--- config.mk ---
export PLATFORM = sky130hd
export DESIGN_NAME = c6_mod_arbiter
export DESIGN_NICKNAME = d
export VERILOG_FILES = /design/src/rtl/c6_pkg.sv /design/src/rtl/mod_iter.sv /design/src/rtl/c6_mod_arbiter.sv
export SDC_FILE = /design/constraint.sdc
export NUM_CORES = 1
export LEC_CHECK = 0
export BUFFER_PORTS_ARGS = -buffer_cell sky130_fd_sc_hd__buf_4
export CORE_ASPECT_RATIO = 0.9
export CORE_MARGIN = 3
export CORE_UTILIZATION = 63
export CTS_CLUSTER_DIAMETER = 120
export DETAILED_ROUTE_END_ITERATION = 8
export PLACE_DENSITY = 0.87
export SLEW_MARGIN = 10
export SYNTH_ARGS = -nofsm -noshare
export SYNTH_HDL_FRONTEND = slang
export SYNTH_SLANG_ARGS = --single-unit
--- constraint.sdc ---
create_clock -name Clk -period 8.1 [get_ports Clk]
set_clock_uncertainty 0.05 [all_clocks]
set_input_delay 1.215 -clock Clk [delete_from_list [all_inputs] [get_ports Clk]]
set_output_delay 1.215 -clock Clk [all_outputs]
set_load 0.03 [all_outputs]
--- src/rtl/c6_pkg.sv ---
// Shared definitions for the two-requester modulus arbiter and its remainder engine.
package c6_pkg;
  localparam int DATAWIDTH_DEFAULT = 64;
  localparam int ID_W              = 1;

  typedef enum logic [1:0] {
    IDLE = 2'd0,
    RUN  = 2'd1,
    RESP = 2'd2
  } state_e;
endpackage

--- src/rtl/mod_iter.sv ---
// Iterative restoring-remainder engine: one dividend bit per cycle, MSB first.
// The done pulse and rem are combinational in the final iteration cycle.
module mod_iter #(
  parameter int DATAWIDTH = 64
) (
  input  logic                 Clk,
  input  logic                 Rst,
  input  logic                 start,
  input  logic [DATAWIDTH-1:0] a,
  input  logic [DATAWIDTH-1:0] c,
  output logic                 busy,
  output logic                 done,
  output logic [DATAWIDTH-1:0] rem
);
  localparam int CNT_W = $clog2(DATAWIDTH);

  logic [DATAWIDTH-1:0] a_q, c_q, rem_q, rem_d;
  logic [CNT_W-1:0]     cnt_q;
  logic                 busy_q;
  logic [DATAWIDTH:0]   shifted, trial;

  // With c==0 the compare always passes but subtracts nothing, so the
  // dividend bits simply shift through and the result is a itself.
  always_comb begin
    shifted = {rem_q, a_q[DATAWIDTH-1]};
    trial   = shifted - {1'b0, c_q};
    rem_d   = (shifted >= {1'b0, c_q}) ? trial[DATAWIDTH-1:0] : shifted[DATAWIDTH-1:0];
  end

  assign busy = busy_q;
  assign done = busy_q && (cnt_q == CNT_W'(DATAWIDTH - 1));
  assign rem  = rem_d;

  always_ff @(posedge Clk or negedge Rst) begin
    if (!Rst) begin
      a_q    <= '0;
      c_q    <= '0;
      rem_q  <= '0;
      cnt_q  <= '0;
      busy_q <= 1'b0;
    end else if (start) begin
      a_q    <= a;
      c_q    <= c;
      rem_q  <= '0;
      cnt_q  <= '0;
      busy_q <= 1'b1;
    end else if (busy_q) begin
      a_q   <= {a_q[DATAWIDTH-2:0], 1'b0};
      rem_q <= rem_d;
      cnt_q <= cnt_q + CNT_W'(1);
      if (done) busy_q <= 1'b0;
    end
  end
endmodule

--- src/rtl/c6_mod_arbiter.sv ---
// Round-robin arbiter sharing one iterative modulus engine between two requesters;
// computes z = (a % c == zero) ? a-1 : c+1 and returns it on a registered, id-tagged response.
module c6_mod_arbiter
  import c6_pkg::*;
#(
  parameter int DATAWIDTH = DATAWIDTH_DEFAULT
) (
  input  logic                 Clk,
  input  logic                 Rst,
  input  logic [DATAWIDTH-1:0] zero,
  input  logic                 req0_valid,
  input  logic [DATAWIDTH-1:0] req0_a,
  input  logic [DATAWIDTH-1:0] req0_c,
  output logic                 req0_ready,
  input  logic                 req1_valid,
  input  logic [DATAWIDTH-1:0] req1_a,
  input  logic [DATAWIDTH-1:0] req1_c,
  output logic                 req1_ready,
  output logic                 rsp_valid,
  output logic [ID_W-1:0]      rsp_id,
  output logic [DATAWIDTH-1:0] rsp_z,
  input  logic                 rsp_ready
);
  state_e               state_q, state_d;
  logic [DATAWIDTH-1:0] a_q, c_q, zero_q, rsp_z_q, z_d;
  logic [ID_W-1:0]      id_q, last_grant_q, rsp_id_q, grant;
  logic                 rsp_valid_q, accept;
  logic [DATAWIDTH-1:0] acc_a, acc_c, eng_rem;
  logic                 eng_busy, eng_done;

  // Alternate on contention; a lone requester always wins.
  assign grant = (req0_valid && req1_valid) ? ~last_grant_q : ID_W'(req1_valid);
  assign acc_a = grant[0] ? req1_a : req0_a;
  assign acc_c = grant[0] ? req1_c : req0_c;

  always_comb begin
    state_d    = state_q;
    req0_ready = 1'b0;
    req1_ready = 1'b0;
    case (state_q)
      IDLE: begin
        if (!eng_busy) begin
          req0_ready = req0_valid && !grant[0];
          req1_ready = req1_valid &&  grant[0];
        end
        if (req0_ready || req1_ready) state_d = RUN;
      end
      RUN:     if (eng_done) state_d = RESP;
      RESP:    if (rsp_valid_q && rsp_ready) state_d = IDLE;
      default: state_d = IDLE;
    endcase
  end

  assign accept = req0_ready || req1_ready;
  assign z_d    = (eng_rem == zero_q) ? (a_q - DATAWIDTH'(1)) : (c_q + DATAWIDTH'(1));

  mod_iter #(.DATAWIDTH(DATAWIDTH)) u_mod_iter (
    .Clk   (Clk),
    .Rst   (Rst),
    .start (accept),
    .a     (acc_a),
    .c     (acc_c),
    .busy  (eng_busy),
    .done  (eng_done),
    .rem   (eng_rem)
  );

  always_ff @(posedge Clk or negedge Rst) begin
    if (!Rst) begin
      state_q      <= IDLE;
      a_q          <= '0;
      c_q          <= '0;
      zero_q       <= '0;
      id_q         <= '0;
      last_grant_q <= ID_W'(1);
      rsp_valid_q  <= 1'b0;
      rsp_id_q     <= '0;
      rsp_z_q      <= '0;
    end else begin
      state_q <= state_d;
      if (accept) begin
        a_q          <= acc_a;
        c_q          <= acc_c;
        zero_q       <= zero;
        id_q         <= grant;
        last_grant_q <= grant;
      end
      if (eng_done) begin
        rsp_valid_q <= 1'b1;
        rsp_id_q    <= id_q;
        rsp_z_q     <= z_d;
      end else if (rsp_valid_q && rsp_ready) begin
        rsp_valid_q <= 1'b0;
      end
    end
  end

  assign rsp_valid = rsp_valid_q;
  assign rsp_id    = rsp_id_q;
  assign rsp_z     = rsp_z_q;
endmodule
# == Yosys cells after proc, flatten, opt, wreduce, memory -nomap -nowiden ==
# Index checks and enable logic that the tools add are counted.
# op_classes
n_lt_le_gt_ge,1
div_mod_pow,0
multipliers,0
n_shift,0
reduce_logical,12
bitwise_logic,1
n_eq_ne,7
n_mux,26
add_sub_neg,4
# ops
op,count
2-to-1 mux 64 bit,8
>= comparator 65 x 64 -> 1 bit,1
adder 64 x 1 -> 64 bit (second input constant),1
== test 64 bit,1
subtractor 64 x 1 -> 64 bit (second input constant),1
subtractor 64 bit,1
2-to-1 mux 1 bit,12
2-to-1 mux 6 bit,2
adder 6 x 1 -> 6 bit (second input constant),1
== test 6 bit (second input constant),1
2-to-1 mux 2 bit,3
!= test 2 bit (second input constant),3
one-hot mux 2 bit (3 select lines),1
logical AND 1 bit,5
nonzero test 2 bit,2
AND reduction 3 bit,1
== test 2 x 1 -> 1 bit (second input constant),1
== test 2 bit (second input constant),1
zero test 2 bit,1
logical OR 1 bit,2
zero test 1 bit,1
inverter 1 bit,1
# word_totals
latch_bits,0
mem_count,0
rom_bits,0
register_bits,397
mem_bits_rw,0

# == Depth between registers and ports, before layout ==
# Gate-level depths: netlist of the first run.
# logic_depth
ltp_word,9
depth_mapped,21

# == Modules after synthesis ==
# A second synthesis of the first run with hierarchy kept.
# hier_totals
cells_unflattened,3376
area_unflattened_um2,29022.8
# by_module_without_submodules
mod,cells_per_inst,instances,seq_area_each_um2,area_per_inst_um2
c6_mod_arbiter,1672,1,6557.5,14829.2
mod_iter,1704,1,4979.8,14193.6

# == Least setup slack after synthesis of the first run ==
# Ideal clock, no wire load.
# synth_timing
path_kind,reg2reg
start,reg u_mod_iter.a_q[63]
end,reg rsp_z_q[52] (netlist: rsp_z[52])
setup_ns,0.080
t_required_ns,7.970
t_arrival_ns,4.709
path_stages_with_launch,21
setup_slack_ns,3.261
path_cell_list,dfrtp_1 inv_1 ha_1 inv_1 fa_1 a211oi_2 o211ai_1 a21oi_2 xor2_1 xnor2_1 a2111oi_2 o211ai_1 a2111o_1 o31ai_1 nand4b_1 or4_4 or3_1 buf_2 buf_6 or3_1 o211ai_2
# synth_between
elab_chain_cells,4
elab_cells_between_ends,5
classes_between,add/sub (1); order compare (1); eq/ne (1); mux (2)
# synth_lines
element,line_no,text
"start, declared",mod_iter.sv:17,"logic [DATAWIDTH-1:0] a_q, c_q, rem_q, rem_d;"
"start signal, assigned",mod_iter.sv:48,"a_q <= {a_q[DATAWIDTH-2:0], 1'b0};"
subtractor 64 bit / >= comparator 65 x 64 -> 1 bit (equally long branches),"mod_iter.sv:26, mod_iter.sv:27",
2-to-1 mux 64 bit *,mod_iter.sv:27,"rem_d = (shifted >= {1'b0, c_q}) ? trial[DATAWIDTH-1:0] : shifted[DATAWIDTH-1:0];"
== test 64 bit *,c6_mod_arbiter.sv:55,assign z_d = (eng_rem == zero_q) ? (a_q - DATAWIDTH'(1)) : (c_q + DATAWIDTH'(1));
2-to-1 mux 64 bit *,c6_mod_arbiter.sv:55,
"end signal, assigned",c6_mod_arbiter.sv:91,rsp_z_q <= z_d;
"end, declared",c6_mod_arbiter.sv:25,"logic [DATAWIDTH-1:0] a_q, c_q, zero_q, rsp_z_q, z_d;"
# Every way passes the cells marked *; elsewhere a longest branch is shown, timed or not.
# A chain may end at the register's enable or synchronous reset.

# == Final worst setup path of the first run ==
# layout_timing
start,reg u_mod_iter.c_q[52]
end,reg rsp_z_q[50] (netlist: rsp_z[50])
# layout_between
elab_chain_cells,4
elab_cells_between_ends,5
classes_between,add/sub (1); order compare (1); eq/ne (1); mux (2)
# layout_lines
element,line_no,text
"start, declared",mod_iter.sv:17,
"start signal, assigned",mod_iter.sv:37,c_q <= '0;
"start signal, assigned",mod_iter.sv:43,c_q <= c;
subtractor 64 bit / >= comparator 65 x 64 -> 1 bit (equally long branches),"mod_iter.sv:26, mod_iter.sv:27",
2-to-1 mux 64 bit *,mod_iter.sv:27,
== test 64 bit *,c6_mod_arbiter.sv:55,
2-to-1 mux 64 bit *,c6_mod_arbiter.sv:55,
# Marked as above.

==> reports/summary.txt, run 1 <==
CTS
--------------------------------------------------------------------------------------
Clock slew at the register clock pins of the worst setup and hold paths        0.06 ns
Clk sink count                                                                     397
Clock latency of the later-clocked register in the worst-skew pair             0.61 ns
CTS tree                                                                          done
Number of buffers created by CTS                                                    44
Hold_buf cts                                                                         0
CTS H-tree depth                                                                     2
Bufs on Longest Clock Path                                                           3
Number of resized instances in the post-cts repair step                              0
Post-CTS Setup Inserts                                                               0
Clock tree root driver cell                                               sky130_fd_sc_hd__clkbuf_16

SYNTH
--------------------------------------------------------------------------------------
Sequential-to-total area share from yosys stat                                   0.381
Total number of yosys warnings                                                       0
Nets in the synthesized netlist                                                   3555
Post-Syn Instances                                                                3162
Number of flip-flops and latches in the synthesized netlist                        397
Dominant register cell in the synthesized netlist                         sky130_fd_sc_hd__dfrtp_1
Post-synthesis async set-or-reset flop share                                      1.00
Number of library cell types mapped by synthesis                                    88
Mean area per synthesized cell                                              8.25 sq um
Number of enable flip-flop cells after synthesis                                     0
Synth Cell Area                                                            26100 sq um

STA
--------------------------------------------------------------------------------------
Part of the cycle the worst path needs                                           0.839
Max-slew violation count                                                             0
Rel. slew slack                                                                  0.227
Transition time of the tightest slew-check pin                                 1.14 ns
Count of endpoints failing setup in the final report                                 0
Setup TNS                                                                         0 ns
Final worst path period need                                                   6.79 ns
Final hold violation count                                                           0
Setup repair after global routing missed its margin                                 no
Fmax                                                                           147 MHz

POWER AND IR DROP
--------------------------------------------------------------------------------------
Peak supply drop                                                                381 uV
Leakage power                                                                  14.4 nW
Clock network fraction of total power                                            0.133
Sequential cell fraction of total power                                          0.261
Proportion of power drawn by combinational gates                                 0.607
Net switching power                                                          0.00853 W
Proportion of total power due to net switching                                   0.520
Power Internal                                                               0.00788 W
Power density over the cells                                               534 nW/um^2

PLACED DESIGN
--------------------------------------------------------------------------------------
Number of instances in the placed design                                          3928
Final HPWL from detailed placement                                            73900 um
Global placement routability congestion                                           1.03
Buffers on Ports                                                                   392

DETAILED ROUTING
--------------------------------------------------------------------------------------
Iter 0 DRT Violations                                                             3819
Routed length per placed instance                                              25.6 um
Vias per cell                                                                     6.77
Routed length on met1                                                         36700 um
Vias after detailed routing                                                      27.1k
Antenna-violating nets left                                                          0
DR top layer                                                                      met5
Length of routed met3 wiring                                                  11300 um
WL met2                                                                       46700 um
Post-Route WL                                                                103000 um
DRC violations left                                                                  0
1st-pass router iterations                                                           8

FLOORPLAN
--------------------------------------------------------------------------------------
I/O pin total                                                                      393
Die area                                                                   43900 sq um
Effective utilization at floorplan                                               0.640
X dimension of the die                                                          220 um
Die Y                                                                           199 um
Num rows                                                                            70
Core Region                                                                40700 sq um

GLOBAL ROUTING
--------------------------------------------------------------------------------------
Maximum number of pins on one net before global-route repair                       207
Aggregate global-route resource usage                                            0.460
Overflow left after global routing                                                   0
Global-route wire length before repair                                       154000 um
Number of antenna violations at the first check in global routing                    2
Number of global-route vias before repair                                        26.8k

CELLS AND AREA
--------------------------------------------------------------------------------------
Fraction of layout instances using a drive strength above 1                      0.157
Leading cell types in the layout, fill and taps excluded                  697 x sky130_fd_sc_hd__nand2_1, 409 x sky130_fd_sc_hd__buf_4, 395 x sky130_fd_sc_hd__dfrtp_1, 194 x sky130_fd_sc_hd__nor2_1, 167 x sky130_fd_sc_hd__o21ai_0
Area of the multi-input gates                                              15000 sq um
Most common cell after layout, fill and taps aside                        sky130_fd_sc_hd__nand2_1
Total of fill cells in the finished design                                        2702
Register area                                                               9940 sq um
Area grow syn2layout                                                             17.8%
Final layout net count                                                            3827
Final Instance Count excl. Fillers                                                4006

WORST SETUP PATH
--------------------------------------------------------------------------------------
Crit path launch type                                                         register
Critical R2R Capture                                                      rsp_z[50]$_DFFE_PN0P_
Register-to-Register Path Depth                                                     17
Start of the worst register-to-register path                              u_mod_iter.c_q[52]$_DFFE_PN0N_
Register-to-Register Setup Slack                                               1.31 ns
Data arrival at the endpoint of the critical path                              7.25 ns
Required time of the worst setup path                                          8.56 ns
CP Class                                                                    reg -> reg
Worst Setup End Kind                                                          register
Highest net fanout along the worst path                                             31

HOLD PATH
--------------------------------------------------------------------------------------
Worst hold-check path type                                                  reg -> reg
Worst Hold End                                                            rsp_z[36]$_DFFE_PN0P_
Number of cells on the worst hold path                                               2
Worst Min Path Start                                                      rsp_z[36]$_DFFE_PN0P_

STATUS
--------------------------------------------------------------------------------------
Run status                                                                complete, no violations

RUN
--------------------------------------------------------------------------------------
Total of max-cap violations                                                          0

## power groups by stage
stage                     sequential [W]  clock [W]  combinational (W)
after floorplan                  0.00386          0            0.00661
after global placement           0.00411          0            0.00941
after detailed placement         0.00419          0            0.00952
after CTS                        0.00419    0.00217            0.00965
after global routing             0.00432    0.00224             0.0106
final                            0.00428    0.00218            0.00996
## cell usage after synthesis (22+ instances only)
cell,count,area (sq um)
sky130_fd_sc_hd__a21oi_1,118,591
sky130_fd_sc_hd__nand3_1,132,661
sky130_fd_sc_hd__o21a_1,80,601
sky130_fd_sc_hd__nand4_1,54,338
sky130_fd_sc_hd__nor4_1,40,250
sky130_fd_sc_hd__mux2i_1,125,1250
sky130_fd_sc_hd__inv_1,107,402
sky130_fd_sc_hd__o21ai_0,168,841
sky130_fd_sc_hd__nor2_1,194,728
sky130_fd_sc_hd__xnor2_1,154,1350
sky130_fd_sc_hd__clkbuf_1,148,556
sky130_fd_sc_hd__xor2_1,106,928
sky130_fd_sc_hd__nor3_1,64,320
sky130_fd_sc_hd__o211ai_1,22,165
sky130_fd_sc_hd__nand2b_1,23,144
sky130_fd_sc_hd__ha_1,67,838
sky130_fd_sc_hd__a31oi_1,76,475
sky130_fd_sc_hd__dfrtp_1,396,9910
sky130_fd_sc_hd__a21boi_0,67,503
sky130_fd_sc_hd__nand2_1,699,2620
## state kept, by name, indices dropped and copies added (netlist names)
name              cells
a_q                  64
u_mod_iter.c_q       64
u_mod_iter.busy       1
rsp_z                64
state_q               2
zero_q               64
last_grant_q          1
u_mod_iter.a_q       64
u_mod_iter.rem_q     64
rsp_id                1
rsp_valid             1
id_q                  1
u_mod_iter.cnt_q      6
## worst max-delay path: stages, from the launching register on
cell	delay, ns
sky130_fd_sc_hd__dfrtp_1	0.41
sky130_fd_sc_hd__inv_1	0.13
sky130_fd_sc_hd__ha_1	0.49
sky130_fd_sc_hd__nand4_1	0.34
sky130_fd_sc_hd__nor3_1	0.68
sky130_fd_sc_hd__nand3_1	0.24
sky130_fd_sc_hd__nor3_4	0.30
sky130_fd_sc_hd__o21ai_4	0.13
sky130_fd_sc_hd__nand2_2	0.49
sky130_fd_sc_hd__buf_4	0.43
sky130_fd_sc_hd__nand3b_1	0.13
sky130_fd_sc_hd__a311oi_1	0.51
sky130_fd_sc_hd__nand4b_1	0.22
sky130_fd_sc_hd__or4_4	0.59
sky130_fd_sc_hd__or3_4	0.64
sky130_fd_sc_hd__buf_4	0.37
sky130_fd_sc_hd__mux2_4	0.35
sky130_fd_sc_hd__o21ai_1	0.15
## metrics by stage
stage	total power, W	util	setup WS (ns)	hold WS [ns]	instance area [sq um]
finish	0.0164	0.754	1.31	0.432	30700
global route	0.0172	0.754	1.15	0.461	30700
CTS	0.0160	0.754	1.51	0.431	30700
detailed placement	0.0137	0.716	1.52	0.411	29200
global placement	0.0135	0.716	1.46	0.409	29200
floorplan	0.0105	-	3.26	0.389	26100
## worst max-delay path by stage
| stage | from | endpoint | slack, ns |
|---|---|---|---|
| detailed placement | u_mod_iter.c_q[4]$_DFFE_PN0N_ | rsp_z[50]$_DFFE_PN0P_ | 1.52 |
| global placement | u_mod_iter.c_q[4]$_DFFE_PN0N_ | rsp_z[60]$_DFFE_PN0P_ | 1.46 |
| finish | u_mod_iter.c_q[52]$_DFFE_PN0N_ | rsp_z[50]$_DFFE_PN0P_ | 1.31 |
| CTS | u_mod_iter.c_q[4]$_DFFE_PN0N_ | rsp_z[50]$_DFFE_PN0P_ | 1.51 |
| global route | u_mod_iter.c_q[50]$_DFFE_PN0N_ | rsp_z[50]$_DFFE_PN0P_ | 1.15 |
| floorplan | u_mod_iter.a_q[63]$_DFFE_PN0P_ | rsp_z[52]$_DFFE_PN0P_ | 3.26 |
## logic make-up after synthesis
| family | synth area share |
|---|---|
| compound gates | 0.182 |
| buf+inv | 0.0442 |
| fa+ha+maj | 0.0329 |
| flops | 0.381 |
| mux | 0.0504 |
| xor+xnor | 0.0917 |
| simple gates | 0.218 |
## routing by layer
layer,global-route usage,up-vias
li1,-,11600
met1,0.562,12900
met2,0.738,2091
met3,0.108,561
met4,0.291,2
met5,0,-
## cell type report
type,instances,share of cell area
Multi-Input combinational cell,2471,0.490
Clock inverter,15,0.00815
Inverter,108,0.0132
Tap cell,540,0.0220
Sequential cell,397,0.324
Clock buffer,62,0.0416
Antenna cell,1,0.0000815
Timing Repair Buffer,412,0.102
No activity file was read; power rests on OpenSTA's default activity.
==> inputs of run 2 (changes only) <==
--- a/config.mk
+++ b/config.mk
@@ -8,10 +8,10 @@
 export BUFFER_PORTS_ARGS = -buffer_cell sky130_fd_sc_hd__buf_4
 export CORE_ASPECT_RATIO = 0.9
 export CORE_MARGIN = 3
-export CORE_UTILIZATION = 63
+export CORE_UTILIZATION = 53
 export CTS_CLUSTER_DIAMETER = 120
 export DETAILED_ROUTE_END_ITERATION = 8
-export PLACE_DENSITY = 0.87
+export PLACE_DENSITY = 0.78
 export SLEW_MARGIN = 10
 export SYNTH_ARGS = -nofsm -noshare
 export SYNTH_HDL_FRONTEND = slang
==> constraint.sdc (replaced) <==
create_clock -name Clk -period 5.6 [get_ports Clk]
set_clock_uncertainty 0.05 [all_clocks]
set_input_delay 0.84 -clock Clk [delete_from_list [all_inputs] [get_ports Clk]]
set_output_delay 0.84 -clock Clk [all_outputs]
set_load 0.03 [all_outputs]
==> run 2 against run 1 <==
  * Cell area is 6.1% higher
  * Worst hold slack worse by 0.23 ns
  * Fmax is 25% higher
  * Global-route usage is 7.7 points lower
  * Largest cell class unchanged
  * Critical path type unchanged
  * Non-clock buffer count is 173 higher
  * Total power is 56% higher
  * Wire length is 0.88% lower
  * Clock power is 49% higher
  * Critical path depth is 2 higher
  * Highest routed layer unchanged
  * Core utilization is 7.8 points lower
  * Register-to-register slack worse by 1.1 ns
  * Via count is 2.9% lower
==> reports/summary.txt, run 2 (synthesis gave the netlist of run 1 again) <==
STATUS
--------------------------------------------------------------------------------------
Run status                                                                complete, no violations

CELLS AND AREA
--------------------------------------------------------------------------------------
Final Instance Count excl. Fillers                                                4266   +6.5%
Design Area, Final                                                         32600 sq um   +6.1%
Final layout net count                                                            4002   +4.6%
Total of fill cells in the finished design                                        3819   +41%
Area of the multi-input gates                                              15400 sq um   +2.2%
Register area                                                               9940 sq um   about the same
Most common cell after layout, fill and taps aside                        sky130_fd_sc_hd__nand2_1
Area grow syn2layout                                                             25.0%
Leading cell types in the layout, fill and taps excluded                  695 x sky130_fd_sc_hd__nand2_1, 575 x sky130_fd_sc_hd__buf_4, 394 x sky130_fd_sc_hd__dfrtp_1, 192 x sky130_fd_sc_hd__nor2_1, 163 x sky130_fd_sc_hd__o21ai_0
Fraction of layout instances using a drive strength above 1                      0.211   +0.0542

DETAILED ROUTING
--------------------------------------------------------------------------------------
Routed length per placed instance                                              23.9 um   -6.9%
Antenna-violating nets left                                                          0   unchanged
Post-Route WL                                                                102000 um   -0.88%
Vias per cell                                                                     6.17   -8.8%
1st-pass router iterations                                                           6   -2
Vias after detailed routing                                                      26.3k   -2.9%
Iter 0 DRT Violations                                                             2712   -29%
DRC violations left                                                                  0   unchanged

POWER AND IR DROP
--------------------------------------------------------------------------------------
Leakage power                                                                  15.3 nW   +6.5%
Clock network fraction of total power                                            0.127   -0.006
Power density over the cells                                               787 nW/um^2   +47%
Proportion of power drawn by combinational gates                                 0.639   +0.032
Power Internal                                                                0.0129 W   +63%
Sequential cell fraction of total power                                          0.234   -0.027
Peak supply drop                                                                487 uV   +28%
Post-route total power                                                        0.0256 W   +56%
Net switching power                                                           0.0128 W   +50%
Proportion of total power due to net switching                                   0.498   -0.0222

FLOORPLAN
--------------------------------------------------------------------------------------
X dimension of the die                                                          240 um   +8.8%
Die area                                                                   51900 sq um   +18%
Core Region                                                                48200 sq um   +18%
Effective utilization at floorplan                                               0.541   -0.0994
Num rows                                                                            76   +8.6%
Die Y                                                                           216 um   +8.8%
I/O pin total                                                                      393   unchanged

GLOBAL ROUTING
--------------------------------------------------------------------------------------
Maximum number of pins on one net before global-route repair                       176   -15%
Number of global-route vias before repair                                        25.9k   -3.2%
Overflow left after global routing                                                   0   unchanged
Global-route wire length before repair                                       153000 um   -0.74%
Number of antenna violations at the first check in global routing                    3   +1
Aggregate global-route resource usage                                            0.384   -0.0766

PLACED DESIGN
--------------------------------------------------------------------------------------
Placed cell area                                                           30500 sq um   +4.5%
Final HPWL from detailed placement                                            77300 um   +4.6%
Number of instances in the placed design                                          4168   +6.1%
Global placement routability congestion                                           1.02   -1.6%
Buffers on Ports                                                                   392   unchanged

WORST SETUP PATH
--------------------------------------------------------------------------------------
Highest net fanout along the worst path                                              9   -71%
CP Class                                                                    reg -> reg
Required time of the worst setup path                                          5.98 ns   -2.58 ns
Data arrival at the endpoint of the critical path                              5.82 ns   -1.43 ns
Register-to-Register Path Depth                                                     19   +2
Crit path launch type                                                         register
Worst Setup End Kind                                                          register

CTS
--------------------------------------------------------------------------------------
CTS H-tree depth                                                                     2   unchanged
Hold_buf cts                                                                         0   unchanged
Clock tree root driver cell                                               sky130_fd_sc_hd__clkbuf_16
Clock latency of the later-clocked register in the worst-skew pair             0.59 ns   -0.02 ns
Bufs on Longest Clock Path                                                           3   unchanged
CTS tree                                                                          done
Number of buffers created by CTS                                                    44   unchanged
Clk sink count                                                                     397   unchanged
Clock slew at the register clock pins of the worst setup and hold paths        0.07 ns   about the same

STA
--------------------------------------------------------------------------------------
Final hold violation count                                                           0   unchanged
Transition time of the tightest slew-check pin                                 1.13 ns   -0.0137 ns
Fmax                                                                           184 MHz   +25%
Count of endpoints failing setup in the final report                                 0   unchanged
Max-slew violation count                                                             0   unchanged
Rel. slew slack                                                                  0.246   +0.0199
Final worst path period need                                                   5.44 ns   -1.35 ns
Part of the cycle the worst path needs                                           0.972   +0.133

HOLD PATH
--------------------------------------------------------------------------------------
Worst hold-check path type                                                 in -> async

RUN
--------------------------------------------------------------------------------------
Total of max-cap violations                                                          0   unchanged

run 2: changes by cell type in the layout (fill, tap and decap cells not counted), sizes merged:
cell      previous run  this run
buf                412       585
bufinv               5         9
clkbuf              62        58
or3                 17        19
clkinv               7         8
clkinvlp             1         2
inv                110       109
run 2: layout make-up:
type                       count  area share
multi-input combinational   2473       0.471
sequential                   397       0.305
timing repair buffer         585       0.138
clock buffer                  58      0.0375
tap                          624      0.0240
inverter                     108      0.0126
clock inverter                20      0.0116
antenna                        1   0.0000768
run 2: power groups by stage:
stage	logic [W]	clock network, W	registers [W]
2_1_floorplan	0.00955	0	0.00559
3_3_place_gp	0.0152	0	0.00590
3_5_place_dp	0.0154	0	0.00596
4_1_cts	0.0156	0.00326	0.00594
5_1_grt	0.0176	0.00339	0.00610
6_report	0.0164	0.00325	0.00601
run 2: repair_timing:
item / 4_1_cts / 5_1_grt
setup endpoints to repair: 59 / 63
gates cloned: 1 / 1
pin swaps: 1 / 18
buffers inserted: 0 / 17
gates resized for setup: 13 / 58
run 2: final timing paths:
check	startpoint	endpoint	slack (ns)
worst min-delay path	Rst	zero_q[58]$_DFFE_PN0N_	0.20
worst max register to register	u_mod_iter.c_q[28]$_DFFE_PN0N_	rsp_z[4]$_DFFE_PN0P_	0.16
worst min register to register	rsp_z[29]$_DFFE_PN0P_	rsp_z[29]$_DFFE_PN0P_	0.43
max in group asynchronous	Rst	u_mod_iter.busy$_DFF_PN0_	3.91
worst max-delay path	u_mod_iter.c_q[28]$_DFFE_PN0N_	rsp_z[4]$_DFFE_PN0P_	0.16
min in group Clk	zero[48]	zero_q[48]$_DFFE_PN0N_	0.38
run 2: per-stage QoR:
step | worst slack (ns) | hold WS, ns | TNS [ns] | util
CTS | 0.00343 | 0.229 | 0 | 0.667
detailed placement | -0.100 | 0.422 | -1.20 | 0.633
global route | -0.0420 | 0.256 | -0.0865 | 0.676
global placement | -0.0918 | 0.414 | -4.07 | 0.633
finish | 0.157 | 0.203 | 0 | 0.676
floorplan | 0.761 | 0.389 | 0 | -
run 2: metal layers:
metal  routed length, um  up-vias  global-route usage
met5                  26        -                   0
met4                5460        4               0.184
met3                7690      288              0.0611
met2               47700     1270               0.632
met1               40900    12800               0.495
li1                    -    11900                   -
run 2: critical path, stage by stage (launching register included):
cell and delay, ns:
sky130_fd_sc_hd__dfrtp_1 0.40, sky130_fd_sc_hd__inv_1 0.14, sky130_fd_sc_hd__ha_4 0.31, sky130_fd_sc_hd__buf_4 0.14, sky130_fd_sc_hd__nand2_1 0.10, sky130_fd_sc_hd__or4_4 0.55, sky130_fd_sc_hd__nor2_2 0.15, sky130_fd_sc_hd__nand3_1 0.14
sky130_fd_sc_hd__nor3_4 0.30, sky130_fd_sc_hd__o21a_1 0.25, sky130_fd_sc_hd__buf_6 0.19, sky130_fd_sc_hd__nor3_1 0.09, sky130_fd_sc_hd__or3_1 0.34, sky130_fd_sc_hd__a222oi_1 0.32, sky130_fd_sc_hd__nand4_1 0.16, sky130_fd_sc_hd__or4_4 0.58
sky130_fd_sc_hd__or3_4 0.55, sky130_fd_sc_hd__buf_4 0.22, sky130_fd_sc_hd__mux2i_1 0.17, sky130_fd_sc_hd__o21ai_0 0.11
